**config.mk**
```make
export PLATFORM = sky130hd
export DESIGN_NAME = reg_writeback_ctrl
export DESIGN_NICKNAME = d
export VERILOG_FILES = /design/src/rtl/rv_wb_pkg.sv /design/src/rtl/wb_ll_fifo.sv /design/src/rtl/reg_writeback_ctrl.sv
export SDC_FILE = /design/constraint.sdc
export NUM_CORES = 1
export LEC_CHECK = 0
export ABC_AREA = 1
export CAP_MARGIN = 20
export CORE_ASPECT_RATIO = 1.2
export CORE_MARGIN = 8
export CORE_UTILIZATION = 35
export DETAILED_ROUTE_END_ITERATION = 8
export PLACE_DENSITY = 0.64
export SYNTH_ARGS = -nofsm -noshare
export SYNTH_HDL_FRONTEND = slang
export SYNTH_HIERARCHICAL = 1
export SYNTH_SLANG_ARGS = --single-unit
```
**constraint.sdc**
```tcl
create_clock -name CLK -period 6.6 [get_ports CLK]
set_input_delay 1.32 -clock CLK [delete_from_list [all_inputs] [get_ports CLK]]
set_output_delay 1.32 -clock CLK [all_outputs]
set_load 0.01 [all_outputs]
```
**src/rtl/rv_wb_pkg.sv**
```systemverilog
// Shared types and constants for the register-file writeback front end.
package rv_wb_pkg;

  localparam int REG_AW = 5;
  localparam int REG_DW = 32;
  localparam logic [REG_AW-1:0] REG_ZERO = 5'd0;

  typedef struct packed {
    logic              valid;
    logic [REG_AW-1:0] addr;
    logic [REG_DW-1:0] data;
  } wb_req_t;

endpackage

```
**src/rtl/wb_ll_fifo.sv**
```systemverilog
// Long-latency (mul/div) result queue with per-entry kill bits and a
// registered mask of destinations still waiting to be written.
module wb_ll_fifo
  import rv_wb_pkg::*;
#(
  parameter int DEPTH = 2
) (
  input  logic                     clk,
  input  logic                     reset,
  input  logic                     push,
  input  logic [REG_AW-1:0]        push_addr,
  input  logic [REG_DW-1:0]        push_data,
  input  logic                     pop,
  input  logic                     kill_en,
  input  logic [REG_AW-1:0]        kill_addr,
  output wb_req_t                  head,
  output logic                     head_killed,
  output logic                     ready,
  output logic [(1<<REG_AW)-1:0]   pending
);

  localparam int PW = (DEPTH > 1) ? $clog2(DEPTH) : 1;
  localparam int CW = PW + 1;
  localparam logic [CW-1:0] FULL    = CW'(DEPTH);
  localparam logic [PW-1:0] PTR_ONE = PW'(1);
  localparam logic [CW-1:0] CNT_ONE = CW'(1);

  wb_req_t                 ent_q [DEPTH];
  wb_req_t                 ent_n [DEPTH];
  logic [DEPTH-1:0]        kill_q;
  logic [DEPTH-1:0]        kill_n;
  logic [PW-1:0]           rd_ptr;
  logic [PW-1:0]           wr_ptr;
  logic [CW-1:0]           count_q;
  logic [CW-1:0]           count_n;
  logic [(1<<REG_AW)-1:0]  pend_n;

  assign head        = ent_q[rd_ptr];
  assign head_killed = kill_q[rd_ptr];
  assign ready       = (count_q != FULL);

  // Kill only looks at entries already resident; a result arriving in the
  // same cycle as the pipeline write is queued live.
  always_comb begin
    ent_n  = ent_q;
    kill_n = kill_q;
    pend_n = '0;
    if (kill_en) begin
      for (int i = 0; i < DEPTH; i++) begin
        if (ent_q[i].valid && ent_q[i].addr == kill_addr) kill_n[i] = 1'b1;
      end
    end
    if (pop) begin
      ent_n[rd_ptr].valid = 1'b0;
      kill_n[rd_ptr]      = 1'b0;
    end
    if (push) begin
      ent_n[wr_ptr] = '{valid: 1'b1, addr: push_addr, data: push_data};
      kill_n[wr_ptr] = 1'b0;
    end
    for (int i = 0; i < DEPTH; i++) begin
      if (ent_n[i].valid && !kill_n[i] && ent_n[i].addr != REG_ZERO)
        pend_n[ent_n[i].addr] = 1'b1;
    end
  end

  always_comb begin
    count_n = count_q;
    case ({push, pop})
      2'b10:   count_n = count_q + CNT_ONE;
      2'b01:   count_n = count_q - CNT_ONE;
      default: count_n = count_q;
    endcase
  end

  always_ff @(posedge clk) begin
    if (reset) begin
      for (int i = 0; i < DEPTH; i++) ent_q[i] <= '0;
      kill_q  <= '0;
      rd_ptr  <= '0;
      wr_ptr  <= '0;
      count_q <= '0;
      pending <= '0;
    end else begin
      for (int i = 0; i < DEPTH; i++) ent_q[i] <= ent_n[i];
      kill_q  <= kill_n;
      rd_ptr  <= pop  ? rd_ptr + PTR_ONE : rd_ptr;
      wr_ptr  <= push ? wr_ptr + PTR_ONE : wr_ptr;
      count_q <= count_n;
      pending <= pend_n;
    end
  end

endmodule

```
**src/rtl/reg_writeback_ctrl.sv**
```systemverilog
// Register-file write port arbiter: pipeline writeback beats queued mul/div
// results. Optional WB_BYPASS_EN adds decode forwarding of the current write.
module reg_writeback_ctrl
  import rv_wb_pkg::*;
#(
  parameter int DEPTH = 2,
  parameter int AW    = 5,
  parameter int DW    = 32
) (
  input  logic              CLK,
  input  logic              RESET,
  input  logic              PIPE_VALID,
  input  logic [AW-1:0]     PIPE_ADDR,
  input  logic [DW-1:0]     PIPE_DATA,
  input  logic              LL_VALID,
  output logic              LL_READY,
  input  logic [AW-1:0]     LL_ADDR,
  input  logic [DW-1:0]     LL_DATA,
  output logic              WRITE,
  output logic [AW-1:0]     INADDRESS,
  output logic [DW-1:0]     IN,
`ifdef WB_BYPASS_EN
  input  logic [AW-1:0]     BYP_ADDR1,
  input  logic [AW-1:0]     BYP_ADDR2,
  output logic              BYP_HIT1,
  output logic              BYP_HIT2,
  output logic [DW-1:0]     BYP_DATA1,
  output logic [DW-1:0]     BYP_DATA2,
`endif
  output logic [(1<<AW)-1:0] LL_PENDING
);

  wb_req_t head;
  wb_req_t sel;
  logic    head_killed;
  logic    fifo_ready;
  logic    pipe_issue;
  logic    push;
  logic    pop;

  assign pipe_issue = PIPE_VALID && (PIPE_ADDR != REG_ZERO);
  assign LL_READY   = fifo_ready && !RESET;
  assign push       = LL_VALID && LL_READY;

  wb_ll_fifo #(.DEPTH(DEPTH)) u_fifo (
    .clk         (CLK),
    .reset       (RESET),
    .push        (push),
    .push_addr   (LL_ADDR),
    .push_data   (LL_DATA),
    .pop         (pop),
    .kill_en     (pipe_issue),
    .kill_addr   (PIPE_ADDR),
    .head        (head),
    .head_killed (head_killed),
    .ready       (fifo_ready),
    .pending     (LL_PENDING)
  );

  // A pipeline write to x0 leaves the port free, so the FIFO head may drain.
  always_comb begin
    sel = '{valid: 1'b0, addr: INADDRESS, data: IN};
    pop = 1'b0;
    if (pipe_issue) begin
      sel = '{valid: 1'b1, addr: PIPE_ADDR, data: PIPE_DATA};
    end else if (head.valid) begin
      pop = 1'b1;
      if (!head_killed && head.addr != REG_ZERO) sel = head;
    end
  end

  always_ff @(posedge CLK) begin
    if (RESET) begin
      WRITE     <= 1'b0;
      INADDRESS <= '0;
      IN        <= '0;
    end else begin
      WRITE     <= sel.valid;
      INADDRESS <= sel.addr;
      IN        <= sel.data;
    end
  end

`ifdef WB_BYPASS_EN
  assign BYP_HIT1  = WRITE && (INADDRESS == BYP_ADDR1) && (BYP_ADDR1 != REG_ZERO);
  assign BYP_HIT2  = WRITE && (INADDRESS == BYP_ADDR2) && (BYP_ADDR2 != REG_ZERO);
  assign BYP_DATA1 = IN;
  assign BYP_DATA2 = IN;
`endif

endmodule

```
# Yosys cells after proc, flatten, opt, wreduce, memory -nomap -nowiden
# Cells that the tools add are included.
classes:
  mux: 34
  n_reduce_logical: 28
  bitwise_logic: 7
  n_eq_ne: 5
  n_addsub: 4
  magnitude_cmp: 12
op_table:
  columns: ["op", "n"]
  rows:
  - ["38-bit two-way mux", 8]
  - ["76-bit bitwise mux", 2]
  - ["76-bit two-way mux", 2]
  - ["38-bit demux with 1-bit select", 2]
  - ["32-bit two-way mux", 2]
  - ["32-bit OR", 1]
  - ["5-bit nonzero test", 4]
  - ["1-bit logical AND", 16]
  - ["5-bit by 6-bit less-than comparator with 1-bit output, second input constant", 2]
  - ["1-bit demux with 5-bit select", 2]
  - ["5-bit == test", 2]
  - ["5-bit by 1-bit >= comparator with 1-bit output, second input constant", 2]
  - ["1-bit two-way mux", 10]
  - ["2-bit two-way mux", 3]
  - ["2-bit nonzero test", 3]
  - ["2-bit bitwise AND", 2]
  - ["2-bit >= comparator, second input constant", 2]
  - ["1-bit zero test", 4]
  - ["1-bit by 2-bit less-than comparator with 1-bit output, second input constant", 2]
  - ["2-bit by 1-bit less-than comparator with 1-bit output, second input constant", 2]
  - ["1-bit inverter with 2-bit output", 2]
  - ["2-bit inverter", 2]
  - ["2-bit case mux with 2 select lines", 1]
  - ["1-bit adder, second input constant", 2]
  - ["8 further kinds", 10]
totals:
  regBits: 152
  input_bits: 78
  wordCells: 104
  output_inout_bits: 71

# Depth between registers and ports, before layout
# Gate-level depths: netlist of the first run.
depth:
  word_depth: 16
  mapped_depth: 15

# Hierarchy
# The synthesis of the first run kept the hierarchy.
modules_own_cells:
  columns: ["mod", "instances", "seq_area_each_um2", "area_each_um2", "cells_each"]
  rows:
  - ["wb_ll_fifo", 1, 2282.2, 5760.5, 802]
  - ["reg_writeback_ctrl", 1, 760.7, 2108.3, 342]

# Worst setup path after synthesis of the first run
# No wires, ideal clock.
synth_path:
  path_type: "input port to output port"
  startpoint: "input port RESET"
  endpoint: "output port LL_READY"
  path_slack_ns: 3.291
  path_stages: 3
  arrival_ns: 1.989
  required_ns: 5.280
  path_buffers: 2
  path_cell_list: "clkbuf_1 -> buf_1 -> nor2_1"
synth_via:
  elab_chain_len: 2
synth_lines:
  columns: ["item", "line_no", "source"]
  rows:
  - ["from (decl)", "reg_writeback_ctrl.sv:11", "input logic RESET,"]
  - ["1-bit zero test", "reg_writeback_ctrl.sv:42", "assign LL_READY = fifo_ready && !RESET;"]
  - ["1-bit logical AND", "reg_writeback_ctrl.sv:42", null]
  - ["to (decl)", "reg_writeback_ctrl.sv:16", "output logic LL_READY,"]
# No other way between the ends.

# Worst setup path in the final report of the first run
layout_path:
  startpoint: "input port PIPE_ADDR[1]"
  endpoint: "register u_fifo.pending[31]"
layout_lines:
  columns: ["item", "line_no", "source"]
  rows:
  - ["from (decl)", "reg_writeback_ctrl.sv:13", "input logic [AW-1:0] PIPE_ADDR,"]
  - ["5-bit nonzero test (*)", "reg_writeback_ctrl.sv:41", "assign pipe_issue = PIPE_VALID && (PIPE_ADDR != REG_ZERO);"]
  - ["1-bit logical AND (*)", "reg_writeback_ctrl.sv:41", null]
  - ["1-bit two-way mux (*)", "reg_writeback_ctrl.sv:64", "if (pipe_issue) begin"]
  - ["named net pop", "reg_writeback_ctrl.sv:39", "logic pop;"]
  - ["76-bit two-way mux", "wb_ll_fifo.sv:53", "if (pop) begin"]
  - ["76-bit bitwise mux", "wb_ll_fifo.sv:58", "ent_n[wr_ptr] = '{valid: 1'b1, addr: push_addr, data: push_data};"]
  - ["76-bit two-way mux", "wb_ll_fifo.sv:57", "if (push) begin"]
  - ["5-bit by 6-bit less-than comparator with 1-bit output (implied by the code) / 5-bit by 1-bit >= comparator with 1-bit output (equally long branches)", "wb_ll_fifo.sv:63", "pend_n[ent_n[i].addr] = 1'b1;"]
  - ["1-bit logical AND (implied by the code)", "wb_ll_fifo.sv:63", null]
  - ["1-bit two-way mux (implied by the code)", "wb_ll_fifo.sv:63", null]
  - ["1-bit demux with 5-bit select", null, null]
  - ["32-bit two-way mux", "wb_ll_fifo.sv:62", "if (ent_n[i].valid && !kill_n[i] && ent_n[i].addr != REG_ZERO)"]
  - ["32-bit OR (no line)", null, null]
  - ["32-bit two-way mux (*)", "wb_ll_fifo.sv:62", null]
  - ["to (signal assigned)", "wb_ll_fifo.sv:90", "pending <= pend_n;"]
  - ["to (decl)", "wb_ll_fifo.sv:19", "output logic [(1<<REG_AW)-1:0] pending"]
# Mark *: on every way through the listed nets, which the timed path passes. The rest lies on a longest branch.
# A chain may end at the register's enable or synchronous reset.

==> results of run 1 <==
==> registers in the layout (all words and copies together) (netlist names) <==
| name | cells |
|---|---|
| u_fifo/ent_q | 76 |
| u_fifo/kill_q | 2 |
| IN | 32 |
| INADDRESS | 5 |
| u_fifo/pending | 32 |
| u_fifo/count_q | 2 |
| u_fifo/wr_ptr | 1 |
| WRITE | 1 |
| u_fifo/rd_ptr | 1 |
==> kinds of logic (layout without fill, tap and decap cells) <==
family                   count (synthesis)  count (layout)  share of synthesized area (%)
other                                    1               1                         0.0477
AO/OA/AOI/OAI                           51              51                           4.87
flip-flops                             152             152                           38.7
buffers and inverters                  126             238                           7.82
AND/OR/NAND/NOR                        813             813                           48.4
adder cells (fa/ha/maj)                  1               1                          0.159
==> final cells by class <==
class	count	area [um^2]
Fill cell	2272	12200
Multi-Input combinational cell	866	4210
Sequential cell	152	3040
Timing Repair Buffer	157	1550
Clock buffer	17	425
Tap cell	279	349
Clock inverter	15	205
Inverter	49	186
==> report_power, final <==
part / switching (mW) / internal [mW]
Sequential: 0.0287 / 0.962
Combinational: 0.243 / 0.142
Clock: 0.430 / 0.612
Total: 0.702 / 1.72
==> layer usage <==
| metal | GRT usage [%] | wire (um) |
|---|---|---|
| met1 | 20.6 | 10200 |
| met2 | 29.1 | 11400 |
| met3 | 4.92 | 1740 |
| met4 | 6.15 | 556 |
| met5 | 0 | 27 |
==> path summary, 6_finish.rpt <==
path / slack [ns] / startpoint / endpoint / depth (start not counted)
worst max register to register: 2.89 / u_fifo/rd_ptr / IN[20] / 9
worst min-delay path: 0.46 / INADDRESS[2] / INADDRESS[2] / 2
worst max-delay path: 2.72 / PIPE_ADDR[1] / u_fifo/pending[31] / 13
worst min register to register: 0.46 / INADDRESS[2] / INADDRESS[2] / 2
==> cells in the mapped netlist, types with 12 or more instances <==
master and instances:
a21oi_2 30, buf_2 13, buf_6 12, clkbuf_1 45, dfxtp_1 152, inv_1 37
nand2_1 248, nand3_1 55, nand3_2 59, nand4_1 33, nor2_1 327, nor3_1 65
==> per-stage QoR <==
step                instances  hold WS (ns)
floorplan                1144         0.468
global placement         1502         0.453
detailed placement       1502         0.461
CTS                      1534         0.469
global route             1535         0.489
finish                   1535         0.463
==> worst max-delay path, stage by stage <==
cell	delay, ns
clkdlybuf4s50_1	0.51
nor2_1	0.13
nand3b_1	0.09
nand2_2	0.60
inv_2	0.16
nor2_1	0.31
nand2_1	0.13
nand2_1	0.12
inv_1	0.05
nand2_1	0.06
buf_4	0.42
nand3_1	0.14
a21oi_1	0.16
==> impl_metrics.ini, run 1 <==
[clocking]
cts_buffer_depth = 2
ctsHoldBuffers = 0
numClockSinks = 152
cts_tree = built
post_cts_buffers = 0
ctsResizeCount = 0
clk_pin_slew_ns = 0.06
root_buffer = clkbuf_16
htreeDepth = 4
clock_latency_ns = 0.43
cts_buffers = 17

[power_and_ir_drop]
ir_worst_vdd_mv = 0.168
total_power_mw = 2.42
power.density_mw_per_mm2 = 242
power.leakage_nw = 4.04

[synthesis]
netlist_top_cells_area = dfxtp_1 39%, nor2_1 16%, nand2_1 12%, nand3_2 7.5%, nor3_1 4.1%
synth_ff_type = dfxtp_1
seq_area_frac_synth_pct = 38.7
ys.warnings.count = 6
synth_cell_types = 32
syn_area_mm2 = 0.00787
synth_top_area_cell = dfxtp_1
synthCells = 1144
ys_ff_latch = 152
synthArstFlopShare_pct = 0
synth.top_cell.area_share_pct = 38.7
avgSynthCellArea_um2 = 6.88
synth-edff-count = 0
synth_nets = 1223

[die]
coreArea_mm2 = 0.0222
rows = 60
start_util_pct = 35.4
die_w_um = 153
fp.dieH_um = 180
io_pins = 149
fp.dieArea_mm2 = 0.0276

[sta]
setup_tns_ns = 0
finClkSkew_ns = 0.0117
drv_slew = 0
hold_viol_final = 0
tightestPinTransition_ns = 0.995
fmax_mhz = 258
period_needed_ns = 3.88
relSlewSlack_pct = 33.6
min_period_over_period_pct = 58.8
rsz0062_at_grt = no
finalSetupViolCount = 0
worst_slack_ns = 2.72

[drt]
drt_pass1_iterations = 6
drt-initial-drc-count = 611
routed_wl_um = 23900
antenna_left = 0
vias = 7626
vias_per_cell = 4.97
drc = 0
wl_per_cell_um = 15.6

[min_path]
hp-class = register to register

[placement]
pre_cts_ws_ns = 2.28
place_area_mm2 = 0.00933
dp_hpwl_um = 15600
place.gp.congestion = 0.838
port_buffers = 148

[layout]
area_growth_pct = 26.8
layout_common_cells = 327 x nor2_1, 248 x nand2_1, 151 x dfxtp_1
final_util_pct = 44.9
final_common_cell = nor2_1
finalInstanceArea_mm2 = 0.00997
diodes = 0
fin_nets = 1322
drive_above_1_share_pct = 13.2

[critical_path]
crit_fanout = 40
crit_arrival_ns = 4.23
start_kind = input port
cp.required_ns = 6.95
endpoint_kind = register
critPathKind = input port to register

[grt]
grt_max_degree = 66
first_global_vias = 7478
grt_pass1_wl_um = 39000
antenna_found_initial = 2
track_usage_pct = 17.3
overflow = 0

[outcome]
status = finished clean

[job]
cap_violations = 0
No activity file was read; power rests on OpenSTA's default activity.
==> inputs of run 2 (changes only) <==
--- a/config.mk
+++ b/config.mk
@@ -11,7 +11,7 @@
 export CORE_MARGIN = 8
 export CORE_UTILIZATION = 35
 export DETAILED_ROUTE_END_ITERATION = 8
-export PLACE_DENSITY = 0.64
+export PLACE_DENSITY = 0.67
 export SYNTH_ARGS = -nofsm -noshare
 export SYNTH_HDL_FRONTEND = slang
 export SYNTH_HIERARCHICAL = 1
==> constraint.sdc (replaced) <==
create_clock -name CLK -period 3.2 [get_ports CLK]
set_input_delay 0.64 -clock CLK [delete_from_list [all_inputs] [get_ports CLK]]
set_output_delay 0.64 -clock CLK [all_outputs]
set_load 0.01 [all_outputs]
==> impl_metrics.ini, run 2 (synthesis gave the netlist of run 1 again) <==
[outcome]
status = finished clean

[drt]
drt-initial-drc-count = 742
vias = 7749
antenna_left = 0
vias_per_cell = 5.00
routed_wl_um = 24200
drc = 0
wl_per_cell_um = 15.6
drt_pass1_iterations = 5

[clocking]
htreeDepth = 4
ctsResizeCount = 0
clock_latency_ns = 0.43
post_cts_buffers = 0
numClockSinks = 152
root_buffer = clkbuf_16
cts_buffer_depth = 2
ctsHoldBuffers = 0
clk_pin_slew_ns = 0.06
cts_tree = built
cts_buffers = 17

[grt]
first_global_vias = 7558
track_usage_pct = 17.2
grt_pass1_wl_um = 39000
antenna_found_initial = 5
overflow = 0
grt_max_degree = 85

[placement]
pre_cts_ws_ns = 0.123
post-place-cells = 1515
dp_hpwl_um = 15900
place.gp.congestion = 0.838
place_area_mm2 = 0.00945
port_buffers = 148

[power_and_ir_drop]
power.density_mw_per_mm2 = 489
ir_worst_vdd_mv = 0.364
power.leakage_nw = 4.10

[layout]
final_common_cell = nor2_1
layout_common_cells = 327 x nor2_1, 248 x nand2_1, 151 x dfxtp_1
final_util_pct = 45.3
finalInstanceArea_mm2 = 0.0101
instances_no_fill = 1550
n_fill_cell = 2315
top_register = u_fifo/ent_q
top_regs = u_fifo/ent_q x76, IN x32, u_fifo/pending x32
largest_register_ffs = 76
ff_latch_area_mm2 = 0.00304
area_growth_pct = 27.8
multi_input_area_mm2 = 0.00421
fin_nets = 1334
drive_above_1_share_pct = 14.0

[critical_path]
crit_chain = clkdlybuf4s50_1 -> and3_1 -> nand2_4 -> nand2_1 -> nand2_1 -> nand3_4 -> nor2_4 -> nor2_8 -> nand3_2 -> a21oi_2
crit_arrival_ns = 3.03
cp.required_ns = 3.55
critPathKind = input port to register
crit_fanout = 31
start_kind = input port
path_common_cell = nand2_1
cp_slowest_cell = nor2_8
rr_worst_depth = 11
cp_slowest_stage_delay_ns = 0.51
endpoint_kind = register

[sta]
min_period_over_period_pct = 84.0
period_needed_ns = 2.69
fmax_mhz = 372
drv_slew = 0
tightestPinTransition_ns = 1.07
finClkSkew_ns = 0.0119
rsz0062_at_grt = no
hold_viol_final = 0
finalSetupViolCount = 0
worst_slack_ns = 0.513
relSlewSlack_pct = 28.9
setup_tns_ns = 0

[die]
io_pins = 149
fp.dieArea_mm2 = 0.0276
fp.dieH_um = 180
rows = 60
start_util_pct = 35.4
coreArea_mm2 = 0.0222
die_w_um = 153

[min_path]
whs_path_depth = 2
hp-class = register to register

[job]
cap_violations = 0
## run 2: cell count changes in the layout (fill, tap and decap cells not counted), sizes merged
cell,change
buf,+12
clkinv,-2
diode,+3
inv,+1
clkbuf,+2
bufinv,-1
## run 2: path summary, 6_finish.rpt
kind | slack, ns | from | to
worst max-delay path | 0.51 | LL_VALID | u_fifo/pending[11]
worst min-delay path | 0.46 | INADDRESS[3] | INADDRESS[3]
worst max register to register | 0.72 | u_fifo/count_q[0] | u_fifo/pending[11]
worst min register to register | 0.46 | INADDRESS[3] | INADDRESS[3]
## run 2: area by class of cell
type	count	area share, %
clock buffer	19	4.40
sequential	152	30.3
timing repair buffer	169	16.5
antenna	3	0.0746
tap	279	3.47
inverter	49	1.85
clock inverter	13	1.55
multi-input combinational	866	41.9
## run 2: worst max-delay path, delay by kind of cell
kind | cells | cell delay, ns
buffers and inverters | 1 | 0.49
and+or+nand+nor | 8 | 1.72
AOI/OAI and AO/OA | 1 | 0.17
## run 2: through the flow
stage / hold WS [ns] / power, mW
after floorplan: 0.468 / 2.59
after global placement: 0.447 / 2.88
after detailed placement: 0.456 / 2.90
after CTS: 0.463 / 4.95
after global routing: 0.498 / 5.12
final: 0.461 / 4.92
## run 2: routing by layer
metal  share of wire (%)  up-vias  wire length (um)  track usage (%)
met3                 6.4       31              1560             4.56
met2                  48      251             11500             28.2
met4                 2.1        4               516             6.90
met1                  44     3596             10600             21.0
met5                0.10        -                25                0
li1                    -     3867                 -                -
## run 2: power breakdown
group          leakage, nW  internal [mW]  switching (mW)
clock                0.299           1.20           0.865
sequential            1.24           1.98          0.0491
combinational         2.56          0.308           0.518
==> inputs of run 3 (changes only) <==
--- a/config.mk
+++ b/config.mk
@@ -11,7 +11,7 @@
 export CORE_MARGIN = 8
 export CORE_UTILIZATION = 35
 export DETAILED_ROUTE_END_ITERATION = 8
-export PLACE_DENSITY = 0.67
+export PLACE_DENSITY = 0.64
 export SYNTH_ARGS = -nofsm -noshare
 export SYNTH_HDL_FRONTEND = slang
 export SYNTH_HIERARCHICAL = 1
==> constraint.sdc (replaced) <==
create_clock -name CLK -period 2.7 [get_ports CLK]
set_input_delay 0.54 -clock CLK [delete_from_list [all_inputs] [get_ports CLK]]
set_output_delay 0.54 -clock CLK [all_outputs]
set_load 0.01 [all_outputs]
==> impl_metrics.ini, run 3 (synthesis gave the netlist of run 1 again) <==
[min_path]
hold_path_end = IN[20]
whs_path_depth = 4
hp-class = input port to register
min-delay-start = RESET

[drt]
met1Wirelength_um = 11000
drt-initial-drc-count = 595
top_layer = met4
wl_per_cell_um = 15.5
wl_met2_um = 11400
drt_pass1_iterations = 5
vias = 7682
dr_wl_met3_um = 1320
antenna_left = 0
vias_per_cell = 4.91
routed_wl_um = 24300
drc = 0

[layout]
area_growth_pct = 30.1
n_fill_cell = 2281
drive_above_1_share_pct = 15.2
layout_common_cells = 327 x nor2_1, 248 x nand2_1, 151 x dfxtp_1
top_register = u_fifo/ent_q
fin_nets = 1351
top_regs = u_fifo/ent_q x76, IN x32, u_fifo/pending x32
instances_no_fill = 1565
largest_register_ffs = 76
final_common_cell = nor2_1

[die]
fp.dieArea_mm2 = 0.0276
die_w_um = 153
fp.dieH_um = 180
rows = 60
io_pins = 149
start_util_pct = 35.4
coreArea_mm2 = 0.0222

[clocking]
root_buffer = clkbuf_16
clock_latency_ns = 0.43
ctsHoldBuffers = 0
cts_buffers = 17
cts_buffer_depth = 2
clk_pin_slew_ns = 0.07
ctsResizeCount = 0
htreeDepth = 4
post_cts_buffers = 0
cts_tree = built
numClockSinks = 152

[job]
cap_violations = 0

[sta]
rsz0062_at_grt = no
relSlewSlack_pct = 38.6
drv_slew = 0
min_period_over_period_pct = 87.2
setup_tns_ns = 0
finalSetupViolCount = 0
period_needed_ns = 2.35
tightestPinTransition_ns = 0.921
finClkSkew_ns = 0.0112
worst_slack_ns = 0.347
hold_viol_final = 0
holdWs_ns = 0.428
fmax_mhz = 425

[critical_path]
crit_fanout = 31
rr_worst_depth = 11
crit_chain = clkdlybuf4s50_1 -> and3_1 -> nand2_4 -> nand2_1 -> o21ai_1 -> nand2_2 -> nor2_4 -> nor2_8 -> nand3_2 -> a21oi_2
cp_slowest_stage_delay_ns = 0.50
crit_arrival_ns = 2.71
crit_start = LL_VALID
critPathBufInv = 1
cp.required_ns = 3.06
regToRegSetupSlack_ns = 0.40
critPathKind = input port to register
cp_slowest_cell = nor2_8
regToRegEndpoint = u_fifo/pending[23]
r2r_start = u_fifo/count_q[0]
endpoint_kind = register
path_delay_family = simple AND/OR/NAND/NOR gates
start_kind = input port
crit_cells = 10

[power_and_ir_drop]
power.leakage_nw = 4.19
power.density_mw_per_mm2 = 585
p_int_mw = 4.32
p_sw_share_pct = 27.9
power.share.sequential_pct = 40.2
power_frac_comb_pct = 16.8
pwr-share-clk_pct = 43.0
ir_worst_vdd_mv = 0.458
total_power_mw = 5.99
power.switching_mw = 1.67

[placement]
dp_hpwl_um = 16200
pre_cts_ws_ns = -0.0999
post-place-cells = 1532
port_buffers = 148
place.gp.congestion = 0.872

[grt]
grt_max_degree = 77
grt_pass1_wl_um = 39100
track_usage_pct = 17.3
first_global_vias = 7409
overflow = 0
antenna_found_initial = 1

[outcome]
status = finished clean
## run 3: per-stage QoR
stage	util [%]	area (um^2)
floorplan	-	7870
global placement	43.2	9600
detailed placement	43.2	9600
CTS	46.1	10200
global route	46.1	10200
finish	46.1	10200
## run 3: final cells by class
type,instances,area [um^2],area share (%)
clock buffer,18,439,4.29
inverter,49,186,1.82
antenna,1,2.50,0.0244
tap,279,349,3.41
sequential,152,3040,29.7
timing repair buffer,186,1810,17.7
clock inverter,14,193,1.88
multi-input combinational,866,4210,41.1
## run 3: worst reg2reg max path, delay by kind of cell (launching register included)
kind	cells	cell delay, ns
simple gates	8	1.54
flops	1	0.37
compound gates	2	0.26
buf+inv	1	0.08
## run 3: per-layer routing
metal | track usage [%] | up-vias
met4 | 6.66 | 0
met5 | 0 | -
met1 | 21.8 | 3539
met2 | 28.4 | 213
li1 | - | 3894
met3 | 3.81 | 36
## run 3: worst max path at each step
stage                    endpoint  slack, ns
2_1_floorplan  u_fifo/pending[20]       0.37
3_3_place_gp   u_fifo/pending[31]      -0.04
3_5_place_dp   u_fifo/pending[23]       -0.1
4_1_cts        u_fifo/pending[23]       0.35
5_1_grt        u_fifo/pending[18]       0.21
6_report       u_fifo/pending[23]       0.35
## run 3: power by group through the flow
| stage | logic [mW] | clock network (mW) | registers (mW) |
|---|---|---|---|
| 3_3_place_gp | 0.994 | 0 | 2.46 |
| 6_report | 1.01 | 2.58 | 2.41 |
| 5_1_grt | 1.11 | 2.72 | 2.42 |
| 4_1_cts | 1.01 | 2.61 | 2.41 |
| 3_5_place_dp | 1.00 | 0 | 2.46 |
| 2_1_floorplan | 0.609 | 0 | 2.46 |
